--- config.mk ---
export PLATFORM = sky130hd
export DESIGN_NAME = icap_arbiter
export DESIGN_NICKNAME = d
export VERILOG_FILES = /design/src/rtl/icap_arbiter.sv
export SDC_FILE = /design/constraint.sdc
export NUM_CORES = 1
export LEC_CHECK = 0
export BUFFER_PORTS_ARGS = -buffer_cell sky130_fd_sc_hd__buf_2
export CAP_MARGIN = 40
export CORE_ASPECT_RATIO = 2
export CORE_MARGIN = 3
export CORE_UTILIZATION = 50
export CTS_CLUSTER_DIAMETER = 60
export DETAILED_ROUTE_END_ITERATION = 7
export PLACE_DENSITY = 0.83
export SYNTH_ARGS = -nofsm -noshare
export SYNTH_HDL_FRONTEND = slang
export SYNTH_SLANG_ARGS = --single-unit
--- constraint.sdc ---
create_clock -name CLK100 -period 3.45 [get_ports CLK100]
set_input_delay 0.345 -clock CLK100 [delete_from_list [all_inputs] [get_ports CLK100]]
set_output_delay 0.345 -clock CLK100 [all_outputs]
set_load 0.005 [all_outputs]
--- src/rtl/icap_arbiter.sv ---
// ---------------------------------------------------------------------------
// icap_arbiter
//
// Owns the single ICAPE2 port and shares it, one transaction at a time,
// between a partial-bitstream stream port and a configuration-register read
// port. The read port runs an internally generated command sequence:
// sync, read header, read, desync. All data headed to the ICAP, and all
// readback data coming from it, is bit-reversed within each byte.
//
// Ports
//   CLK100       in   clock, 100MHz
//   SYS_RST_N    in   asynchronous active-low reset
//   S_REQ        in   stream request, level, held until S_LAST is accepted
//   S_D          in   stream word, configuration byte order
//   S_VALID      in   S_D valid
//   S_LAST       in   final word of the stream transaction
//   S_BP         out  1 = stream word not accepted this cycle
//   S_GNT        out  stream owns the ICAP
//   S_TMO        out  one-cycle pulse when an idle stream grant is revoked
//   R_REQ        in   register read request, level, held until R_ACK
//   R_ADDR       in   type-1 register address, latched at grant
//   R_DATA       out  readback value, bit order restored
//   R_ACK        out  one-cycle pulse, R_DATA valid
//   ICAP_CSIB    out  ICAPE2 CSIB
//   ICAP_RDWRB   out  ICAPE2 RDWRB, 0 = write
//   ICAP_I       out  ICAPE2 I, bits reversed within each byte
//   ICAP_O       in   ICAPE2 O
//   BUSY         out  arbiter is not idle
// ---------------------------------------------------------------------------
module icap_arbiter #(
    parameter int unsigned READ_LAT   = 3,
    parameter logic [15:0] TIMEOUT    = 16'hFFFF,
    parameter int unsigned SWITCH_GAP = 2
) (
    input  logic        CLK100,
    input  logic        SYS_RST_N,
    input  logic        S_REQ,
    input  logic [31:0] S_D,
    input  logic        S_VALID,
    input  logic        S_LAST,
    output logic        S_BP,
    output logic        S_GNT,
    output logic        S_TMO,
    input  logic        R_REQ,
    input  logic [4:0]  R_ADDR,
    output logic [31:0] R_DATA,
    output logic        R_ACK,
    output logic        ICAP_CSIB,
    output logic        ICAP_RDWRB,
    output logic [31:0] ICAP_I,
    input  logic [31:0] ICAP_O,
    output logic        BUSY
);

    localparam logic [2:0] ST_IDLE     = 3'd0;
    localparam logic [2:0] ST_S_XFER   = 3'd1;
    localparam logic [2:0] ST_R_WR     = 3'd2;
    localparam logic [2:0] ST_R_SW1    = 3'd3;
    localparam logic [2:0] ST_R_RD     = 3'd4;
    localparam logic [2:0] ST_R_SW2    = 3'd5;
    localparam logic [2:0] ST_R_DESYNC = 3'd6;
    localparam logic [2:0] ST_RELEASE  = 3'd7;

    localparam logic [15:0] LP_WR_LAST  = 16'd5;
    localparam logic [15:0] LP_DS_LAST  = 16'd3;
    localparam logic [15:0] LP_GAP_LAST = 16'(SWITCH_GAP - 1);
    localparam logic [15:0] LP_RD_LAST  = 16'(READ_LAT);
    localparam logic [15:0] LP_TMO_LAST = TIMEOUT - 16'd1;

    // Reverse the bit order inside each byte, leaving byte order alone.
    function automatic logic [31:0] f_rev(input logic [31:0] x);
        logic [31:0] y;
        y = '0;
        for (int unsigned b = 0; b < 4; b++) begin
            for (int unsigned i = 0; i < 8; i++) begin
                y[b*8 + i] = x[b*8 + 7 - i];
            end
        end
        return y;
    endfunction

    // Sync and read-header words, logical (unreversed) order.
    function automatic logic [31:0] f_rd_cmd(input logic [2:0] idx,
                                             input logic [4:0] addr);
        case (idx)
            3'd0:    return 32'hFFFF_FFFF;
            3'd1:    return 32'hAA99_5566;
            3'd3:    return 32'h2800_0001 | {14'd0, addr, 13'd0};
            default: return 32'h2000_0000;
        endcase
    endfunction

    // Desync words, logical order.
    function automatic logic [31:0] f_desync(input logic [1:0] idx);
        case (idx)
            2'd0:    return 32'h3000_8001;
            2'd1:    return 32'h0000_000D;
            default: return 32'h2000_0000;
        endcase
    endfunction

    logic [2:0]  r_state;
    logic [15:0] r_cnt;
    logic        r_last_rd;     // 1 = read port was served last
    logic [4:0]  r_addr;
    logic        r_csib;
    logic        r_rdwrb;
    logic [31:0] r_icap_i;
    logic [31:0] r_rdata;
    logic        r_tmo;
    logic        r_cap;

    logic [2:0]  w_state_nx;
    logic [15:0] w_cnt_nx;
    logic        w_last_rd_nx;
    logic        w_grant_rd;
    logic        w_csib_nx;
    logic        w_rdwrb_nx;
    logic [31:0] w_word_nx;
    logic        w_tmo_nx;
    logic        w_cap_nx;

    // Next-state and next-pin decode. ICAP pins are registered, so every pin
    // value computed here reaches the ICAP one cycle after the state that
    // produced it.
    always_comb begin
        w_state_nx   = r_state;
        w_cnt_nx     = r_cnt + 16'd1;
        w_last_rd_nx = r_last_rd;
        w_grant_rd   = 1'b0;
        w_csib_nx    = 1'b1;
        w_rdwrb_nx   = 1'b0;
        w_word_nx    = '0;
        w_tmo_nx     = 1'b0;
        w_cap_nx     = 1'b0;

        case (r_state)
            ST_IDLE: begin
                w_cnt_nx = '0;
                // Stream wins when alone or when the read port went last.
                if (S_REQ && (!R_REQ || r_last_rd)) begin
                    w_state_nx   = ST_S_XFER;
                    w_last_rd_nx = 1'b0;
                end else if (R_REQ) begin
                    w_state_nx   = ST_R_WR;
                    w_last_rd_nx = 1'b1;
                    w_grant_rd   = 1'b1;
                end
            end

            ST_S_XFER: begin
                if (S_VALID) begin
                    w_csib_nx = 1'b0;
                    w_word_nx = S_D;
                    w_cnt_nx  = '0;
                    if (S_LAST) begin
                        w_state_nx = ST_RELEASE;
                    end
                end else if (r_cnt == LP_TMO_LAST) begin
                    w_state_nx = ST_RELEASE;
                    w_tmo_nx   = 1'b1;
                    w_cnt_nx   = '0;
                end
            end

            ST_R_WR: begin
                w_csib_nx = 1'b0;
                w_word_nx = f_rd_cmd(r_cnt[2:0], r_addr);
                if (r_cnt == LP_WR_LAST) begin
                    w_state_nx = ST_R_SW1;
                    w_cnt_nx   = '0;
                end
            end

            ST_R_SW1: begin
                w_rdwrb_nx = 1'b1;
                if (r_cnt == LP_GAP_LAST) begin
                    w_state_nx = ST_R_RD;
                    w_cnt_nx   = '0;
                end
            end

            ST_R_RD: begin
                w_csib_nx  = 1'b0;
                w_rdwrb_nx = 1'b1;
                if (r_cnt == LP_RD_LAST) begin
                    // The last read-enabled pin cycle is the next one, so the
                    // capture strobe is delayed by a cycle to line up with it.
                    w_state_nx = ST_R_SW2;
                    w_cnt_nx   = '0;
                    w_cap_nx   = 1'b1;
                end
            end

            ST_R_SW2: begin
                if (r_cnt == LP_GAP_LAST) begin
                    w_state_nx = ST_R_DESYNC;
                    w_cnt_nx   = '0;
                end
            end

            ST_R_DESYNC: begin
                w_csib_nx = 1'b0;
                w_word_nx = f_desync(r_cnt[1:0]);
                if (r_cnt == LP_DS_LAST) begin
                    w_state_nx = ST_RELEASE;
                    w_cnt_nx   = '0;
                end
            end

            ST_RELEASE: begin
                w_state_nx = ST_IDLE;
                w_cnt_nx   = '0;
            end

            default: begin
                w_state_nx = ST_IDLE;
                w_cnt_nx   = '0;
            end
        endcase
    end

    always_ff @(posedge CLK100 or negedge SYS_RST_N) begin
        if (!SYS_RST_N) begin
            r_state   <= ST_IDLE;
            r_cnt     <= '0;
            r_last_rd <= 1'b1;
            r_addr    <= '0;
            r_csib    <= 1'b1;
            r_rdwrb   <= 1'b0;
            r_icap_i  <= '0;
            r_rdata   <= '0;
            r_tmo     <= 1'b0;
            r_cap     <= 1'b0;
        end else begin
            r_state   <= w_state_nx;
            r_cnt     <= w_cnt_nx;
            r_last_rd <= w_last_rd_nx;
            r_csib    <= w_csib_nx;
            r_rdwrb   <= w_rdwrb_nx;
            r_tmo     <= w_tmo_nx;
            r_cap     <= w_cap_nx;
            if (w_grant_rd) begin
                r_addr <= R_ADDR;
            end
            // I holds its last value while deselected.
            if (!w_csib_nx) begin
                r_icap_i <= f_rev(w_word_nx);
            end
            if (r_cap) begin
                r_rdata <= f_rev(ICAP_O);
            end
        end
    end

    assign S_GNT      = (r_state == ST_S_XFER);
    assign S_BP       = (r_state != ST_S_XFER);
    assign S_TMO      = r_tmo;
    assign BUSY       = (r_state != ST_IDLE);
    // RELEASE after a read grant is the only RELEASE with r_last_rd set.
    assign R_ACK      = (r_state == ST_RELEASE) && r_last_rd;
    assign R_DATA     = r_rdata;
    assign ICAP_CSIB  = r_csib;
    assign ICAP_RDWRB = r_rdwrb;
    assign ICAP_I     = r_icap_i;

endmodule

Yosys cells after proc, flatten, opt, wreduce, memory -nomap -nowiden
Index checks and enable logic that the tools add are counted.

Output and inout bits: 71. Register bits: 93. Input bits: 75. Word-level logic and storage cells: 84.

Equality and inequality tests: 23. Multiplexer cells: 34. $add $sub $neg: 1. Reduce and logical (&&, ||, !) cells: 16.

Operators by type and width (count): 32-bit case mux with 3 select lines (2); 16-bit 2-to-1 mux (5); 16-bit case mux with 5 select lines (1); 30-bit case mux with 2 select lines (1); 32-bit 2-to-1 mux (1); 3-bit 2-to-1 mux (10); 3-bit case mux with 8 select lines (1); 16-bit by 1-bit adder with 16-bit output (second input constant) (1); 16-bit by 1-bit == test with 1-bit output (second input constant) (1); 16-bit == test (second input constant) (1); 16-bit by 2-bit == test with 1-bit output (second input constant) (1); 16-bit by 3-bit == test with 1-bit output (second input constant) (1); 3-bit == test (second input constant) (4); 1-bit 2-to-1 mux (12); 2-bit != test (second input constant) (5); 3-bit by 2-bit == test with 1-bit output (second input constant) (3); 8-bit AND reduction (1); 2-bit OR reduction (4); 3-bit by 1-bit == test with 1-bit output (second input constant) (2); 3-bit zero test (2); 3-bit != test (second input constant) (2); 3-bit by 1-bit != test with 1-bit output (second input constant) (1); 3-bit by 2-bit != test with 1-bit output (second input constant) (1); 3-bit nonzero test (1); other kinds (9) (10).

Logic depth before layout (Yosys ltp)
Word-level depth: 5. Depth in mapped cells: 9. Mapped depth without buffers: 8.

Least setup slack after synthesis
No wires, ideal clock.

Path kind: reg2reg. Start point: register r_cnt[0]. End point: register r_state[0]. Clock period less this slack: 2.468 ns. Cell stages (with the launch flop): 7. Path buffers: 0. Slack: 0.982 ns. Arrival time: 2.342 ns. Setup time: 0.125 ns. Data required time: 3.325 ns. Path through: dfrtp_1 > ha_1 > or4b_1 > or4_4 > o2bb2ai_2 > or3b_4 > mux2_4.

Cells in the longest elaborated chain, start to end: 3. Elaborated cells on any way between the ends: 11. Those cells by class: eq/ne (10); reduce/logical (1).

RTL lines: start: declaration (RTL line 103) `logic [15:0] r_cnt;`; start signal: assignment (RTL line 237) `r_cnt <= w_cnt_nx;`; 16-bit == test (tied with other cells) (RTL line 159) `end else if (r_cnt == LP_TMO_LAST) begin`; 3-bit by 2-bit != test with 1-bit output (no source line) or 2-bit != test (tied branches); 8-bit AND reduction (no source line) *; end signal: assignment (RTL line 236) `r_state <= w_state_nx;`; end: declaration (RTL line 102) `logic [2:0] r_state;`.

Mark *: on every way between the ends. The rest lies on a longest branch, timed or not. A chain may end at the register's enable or synchronous reset.

Worst setup path in the final report
Start point: register r_cnt[1]. End point: register r_cnt[12].

Cells in the longest elaborated chain, start to end: 4. Elaborated cells on any way between the ends: 11. Those cells by class: add/sub (1); eq/ne (4); mux (6).

RTL lines: 16-bit by 1-bit adder with 16-bit output or 16-bit == test (tied branches) (RTL line 128, 159); 16-bit 2-to-1 mux (RTL line 159); 16-bit 2-to-1 mux (RTL line 152) `if (S_VALID) begin`; 16-bit case mux with 5 select lines * (RTL line 137) `case (r_state)`; named net w_cnt_nx[12] (RTL line 114) `logic [15:0] w_cnt_nx;`.

The timed path passes the listed nets; every way through them passes the cells marked *.

==> results.md <==
- The flow ran to the end, and the final reports show no timing, DRC or antenna violations.
- TritonCTS built the clock tree.
- The share of the yosys chip area belonging to registers is 54.68%.
- Along the worst path, the maximum fanout reaches 16.
- The number of buffers and inverters on the critical path is 1.
- Across the VDD grid, the largest voltage drop is 0.4469 mV.
- For this run, global-route usage on met1 was measured as 23.99%.
- The leakage power is 2.746 nW.
- The worst hold path belongs to the class primary input to async pin.
- The final net count is ~630.
- The number of detailed-routing iterations run before antenna repair is 5.
- Once detailed placement completed, the half-perimeter wirelength came to 8.418 mm.
- The die width is 71.27 um.
- The die covers between 9000 and 10000 sq um.
- The overall via count from detail_route is 3619.
- The number of antenna diodes in the final layout is 0.
- The max-slew violation count is 0.
- On the worst path, the slowest cell contributes a delay of approximately 600 ps.
- The number of sinks driven by the clock tree is 93.
- At the worst endpoint, the arrival time is 2860 ps.
- Gates resized during post-CTS repair numbered 0.
- The synthesis warning total is 0.
- The count of unresolved DRC violations after routing is 0.
- The worst setup path is captured at a flip-flop.
- The mapped netlist covers about 4300 sq um.
- Of all flip-flops after synthesis, the portion carrying an async set or reset was 100.0%.
- The wire length of the first global-routing pass is 17.50 mm.
- Setup repair after global routing left no endpoint under its margin.
- The mean routed wirelength per cell is 16.97 um.
- The critical path's slowest cell is sky130_fd_sc_hd__o31ai_4.
- The via count of the first global-routing pass came to 3685.
- After floorplanning, the core was sized to cover 8292 sq um.
- Hold repair after CTS inserted 0 buffers.
- The ratio of final minimum period to clock period is between 70% and 80%.
- The number of nets produced by synthesis is 487.
- The maximum number of pins on one net before global-route repair is a little over 70.
- For this run, global-route usage on met2 was measured as roughly 43%.
- After filler insertion, the fill cell instance count of the layout stands at 640.
- The final number of setup-violating endpoints is 0.
- In this design, the largest share of critical-path delay is due to simple AND/OR/NAND/NOR gates.
- The global-route layer with the greatest usage is met2.
- The H-tree was split into 3 levels.
- The most used flip-flop cell after synthesis is sky130_fd_sc_hd__dfrtp_1.
- The clock latency at the later pin of the worst-skew pair is 340 ps.
- In this run, the number of DRC markers left after iteration 0 of detailed routing was 237.
- Synthesis handed over a netlist of 402 instances.
- Timing would allow up to 374.4 MHz.
- In this run, synthesis produced a sequential element count of 93.
- Once routing completed, OpenROAD measured the worst setup slack at a little under 800 ps.
- Summed over all failing endpoints, the final setup total negative slack is 0 ps.
- The synthesized area divided by synthesized cell count is 10.60 sq um.
- The maximum root-to-sink buffer count is 2.
- The remaining antenna violation count after routing is 0.
- The actual slew at the worst max-slew pin is 862.6 ps.
- The setup path with the least slack is of type flip-flop to flip-flop.
- The initial core utilization is 51.38%.
- Cells with a size suffix above 1 make up 39.06% of the layout.
- Of all cell types, the one taking the most synthesized area is sky130_fd_sc_hd__dfrtp_1.
- From bottom edge to top edge, the die measures about 140 um.
- The launching element type of the critical path is a flip-flop.
- Walking the worst path, the cells encountered are inv_1 -> ha_1 -> or4bb_1 -> nor4_1 -> o2bb2ai_2 -> o31ai_4 -> nor2_1.
- The finished layout holds roughly 650 standard cells, fillers aside.
- The worst slew slack as a fraction of its limit is roughly 42%.
- The area growth from synthesis to layout is 26.58%.
- Synthesis instantiated 47 different standard cells from the library.
- Ranked by total cell area, the synthesized netlist is headed by sky130_fd_sc_hd__dfrtp_1 53%, sky130_fd_sc_hd__mux2_2 9.8%, sky130_fd_sc_hd__nand2_1 4.7%, sky130_fd_sc_hd__nor2_1 3.6%, sky130_fd_sc_hd__a21oi_1 3.4%.
- The count of buffers added on input and output ports is 145.
- Dividing total power by cell area gives a power density of between 800 and 900 nW/um^2.
- For this run, global-route usage on met3 was measured as 3.750%.
- The count of boundary I/O pins is around 150.
- For the final database, setup skew stands at ~10 ps.
- The required arrival time at the worst endpoint is 3640 ps.
- The root buffer cell is sky130_fd_sc_hd__clkbuf_16.
- For this run the aggregate overflow at the end of global routing stands at 0.
- At the placement stage, the worst setup path has a slack of between 700 and 800 ps.
- The clock transition at the registers of the reported paths is 60 ps.
- The final estimated routing congestion in global placement is 0.8853.
- The number of antenna violations at the first check in global routing is 0.
- The number of CTS-inserted buffers is 9.
- The routed wire length is 11.05 mm.
- The top cell type by area accounts for between 50% and 60% of the synthesized area.
- Including well taps, the total number of placed cells is around 640.
- The via density per instance is 5.559.
- The number of synthesized flops with an enable pin is 0.
- Summing all multi-input logic gate instances after layout gives 1809 sq um.
- The setup fix buffers added after clock tree synthesis is 0.
- The count of max-cap constraint violations is 0.
- Subtracting the final worst setup slack from the clock period gives 2671 ps.
- The floorplan has 47 rows.
- The number of hold violations in the final report is 0.
- Global routing used 23.24% of the available tracks.
- The area taken by flip-flops and latches is 2330 sq um.
layer usage:
metal  share of wire, %  wire [um]  vias up
met4                5.1        562        0
met1                 35       3868     1701
met5                  0          0        -
met3                6.4        703       43
met2                 54       5915      188
li1                   -          -     1687
layout make-up:
class                   instances  area share (%)
flip-flops and latches         93           43.20
repair buffers                155           14.97
well taps                      98           2.274
inverters                      12          0.8353
clock inverters                 4          0.6032
multi-input cells             277           33.55
clock buffers                  12           4.571
cell usage after synthesis (2+ instances only):
master / instances
sky130_fd_sc_hd__nand2_1: 53
sky130_fd_sc_hd__dfstp_2: 2
sky130_fd_sc_hd__a221oi_1: 3
sky130_fd_sc_hd__o21ai_1: 5
sky130_fd_sc_hd__buf_1: 3
sky130_fd_sc_hd__a211oi_1: 2
sky130_fd_sc_hd__nor4_1: 5
sky130_fd_sc_hd__and4_1: 3
sky130_fd_sc_hd__inv_1: 12
sky130_fd_sc_hd__nand3_1: 9
sky130_fd_sc_hd__a22oi_1: 4
sky130_fd_sc_hd__and2_1: 3
sky130_fd_sc_hd__mux2i_1: 2
sky130_fd_sc_hd__nor2_1: 41
sky130_fd_sc_hd__mux2_2: 37
sky130_fd_sc_hd__ha_1: 10
sky130_fd_sc_hd__or4_4: 3
sky130_fd_sc_hd__xnor2_1: 3
sky130_fd_sc_hd__a21oi_1: 29
sky130_fd_sc_hd__nand2b_1: 2
sky130_fd_sc_hd__nor3_1: 3
sky130_fd_sc_hd__dfrtp_1: 91
sky130_fd_sc_hd__and3_1: 2
sky130_fd_sc_hd__clkbuf_1: 16
sky130_fd_sc_hd__nand4_1: 5
sky130_fd_sc_hd__o21ai_0: 24
sky130_fd_sc_hd__xor2_1: 10
power breakdown:
| group | switching (W) | leakage [nW] | total (W) | internal (W) |
|---|---|---|---|---|
| registers | 0.000245 | 1.24 | 0.00170 | 0.00145 |
| logic | 0.00105 | 1.38 | 0.00183 | 0.000782 |
| clock network | 0.000399 | 0.129 | 0.000911 | 0.000512 |
| total | 0.00169 | 2.75 | 0.00444 | 0.00275 |
metrics by stage:
stage | total power (W) | hold slack, ps | instance area (sq um) | util, %
final | 0.004438 | 98.01 | 5393 | 65.04
after global routing | 0.004763 | 168.1 | 5393 | 65.04
after CTS | 0.004460 | 143.0 | 5393 | 65.04
after detailed placement | 0.003541 | 470.3 | 5114 | 61.67
after global placement | 0.003430 | 459.5 | 5095 | 61.45
after floorplan | 0.002815 | 49.41 | 4260 | -
placed cells by master, fill, tap and decap left out, types with 2 or more instances in the layout:
master | netlist | routed
sky130_fd_sc_hd__buf_2 | 1 | 144
sky130_fd_sc_hd__dfrtp_1 | 91 | 91
sky130_fd_sc_hd__nand2_1 | 53 | 53
sky130_fd_sc_hd__nor2_1 | 41 | 41
sky130_fd_sc_hd__mux2_2 | 37 | 37
sky130_fd_sc_hd__a21oi_1 | 29 | 29
sky130_fd_sc_hd__o21ai_0 | 24 | 24
sky130_fd_sc_hd__inv_1 | 12 | 12
sky130_fd_sc_hd__xor2_1 | 10 | 10
sky130_fd_sc_hd__ha_1 | 10 | 10
sky130_fd_sc_hd__nand3_1 | 9 | 9
sky130_fd_sc_hd__clkbuf_16 | 0 | 9
sky130_fd_sc_hd__buf_4 | 0 | 9
sky130_fd_sc_hd__nor4_1 | 5 | 5
sky130_fd_sc_hd__nand4_1 | 5 | 5
sky130_fd_sc_hd__o21ai_1 | 5 | 5
sky130_fd_sc_hd__a22oi_1 | 4 | 4
sky130_fd_sc_hd__or4_4 | 3 | 3
sky130_fd_sc_hd__and4_1 | 3 | 3
sky130_fd_sc_hd__and2_1 | 3 | 3
sky130_fd_sc_hd__xnor2_1 | 3 | 3
sky130_fd_sc_hd__nor3_1 | 3 | 3
sky130_fd_sc_hd__a221oi_1 | 3 | 3
sky130_fd_sc_hd__dfstp_2 | 2 | 2
sky130_fd_sc_hd__nand2b_1 | 2 | 2
sky130_fd_sc_hd__mux2i_1 | 2 | 2
sky130_fd_sc_hd__and3_1 | 2 | 2
sky130_fd_sc_hd__a211oi_1 | 2 | 2
sky130_fd_sc_hd__clkbuf_1 | 16 | 2
sky130_fd_sc_hd__clkinvlp_4 | 0 | 2
final timing paths:
path | from | to | slack [ps] | cells past startpoint
worst max register to register | r_cnt[1]$_DFF_PN0_ | r_cnt[12]$_DFF_PN0_ | 780 | 7
worst min-delay path | SYS_RST_N | R_DATA[16]$_DFFE_PN0P_ | 100 | 1
worst max-delay path | r_cnt[1]$_DFF_PN0_ | r_cnt[12]$_DFF_PN0_ | 780 | 7
max in group asynchronous | SYS_RST_N | ICAP_CSIB$_DFF_PN1_ | 2470 | 2
min in group CLK100 | S_REQ | r_last_rd$_DFFE_PN1P_ | 220 | 2
worst min register to register | ICAP_I[26]$_DFFE_PN0N_ | ICAP_I[26]$_DFFE_PN0N_ | 480 | 2
kinds of logic after synthesis:
logic type / share of synthesized area (%)
buffers and inverters: 2.849
XOR/XNOR: 2.673
AO/OA/AOI/OAI: 11.13
AND/OR/NAND/NOR: 15.12
multiplexers: 10.60
adder cells (fa/ha/maj): 2.937
flip-flops: 54.68
sequential cells by signal, summed over array words and instances, names as in the netlist:
| name | flops |
|---|---|
| r_cnt | 16 |
| R_DATA | 32 |
| ICAP_RDWRB | 1 |
| r_cap | 1 |
| S_TMO | 1 |
| r_last_rd | 1 |
| ICAP_CSIB | 1 |
| r_state | 3 |
| r_addr | 5 |
| ICAP_I | 32 |
Note: power is estimated with default switching activity, not from simulation.
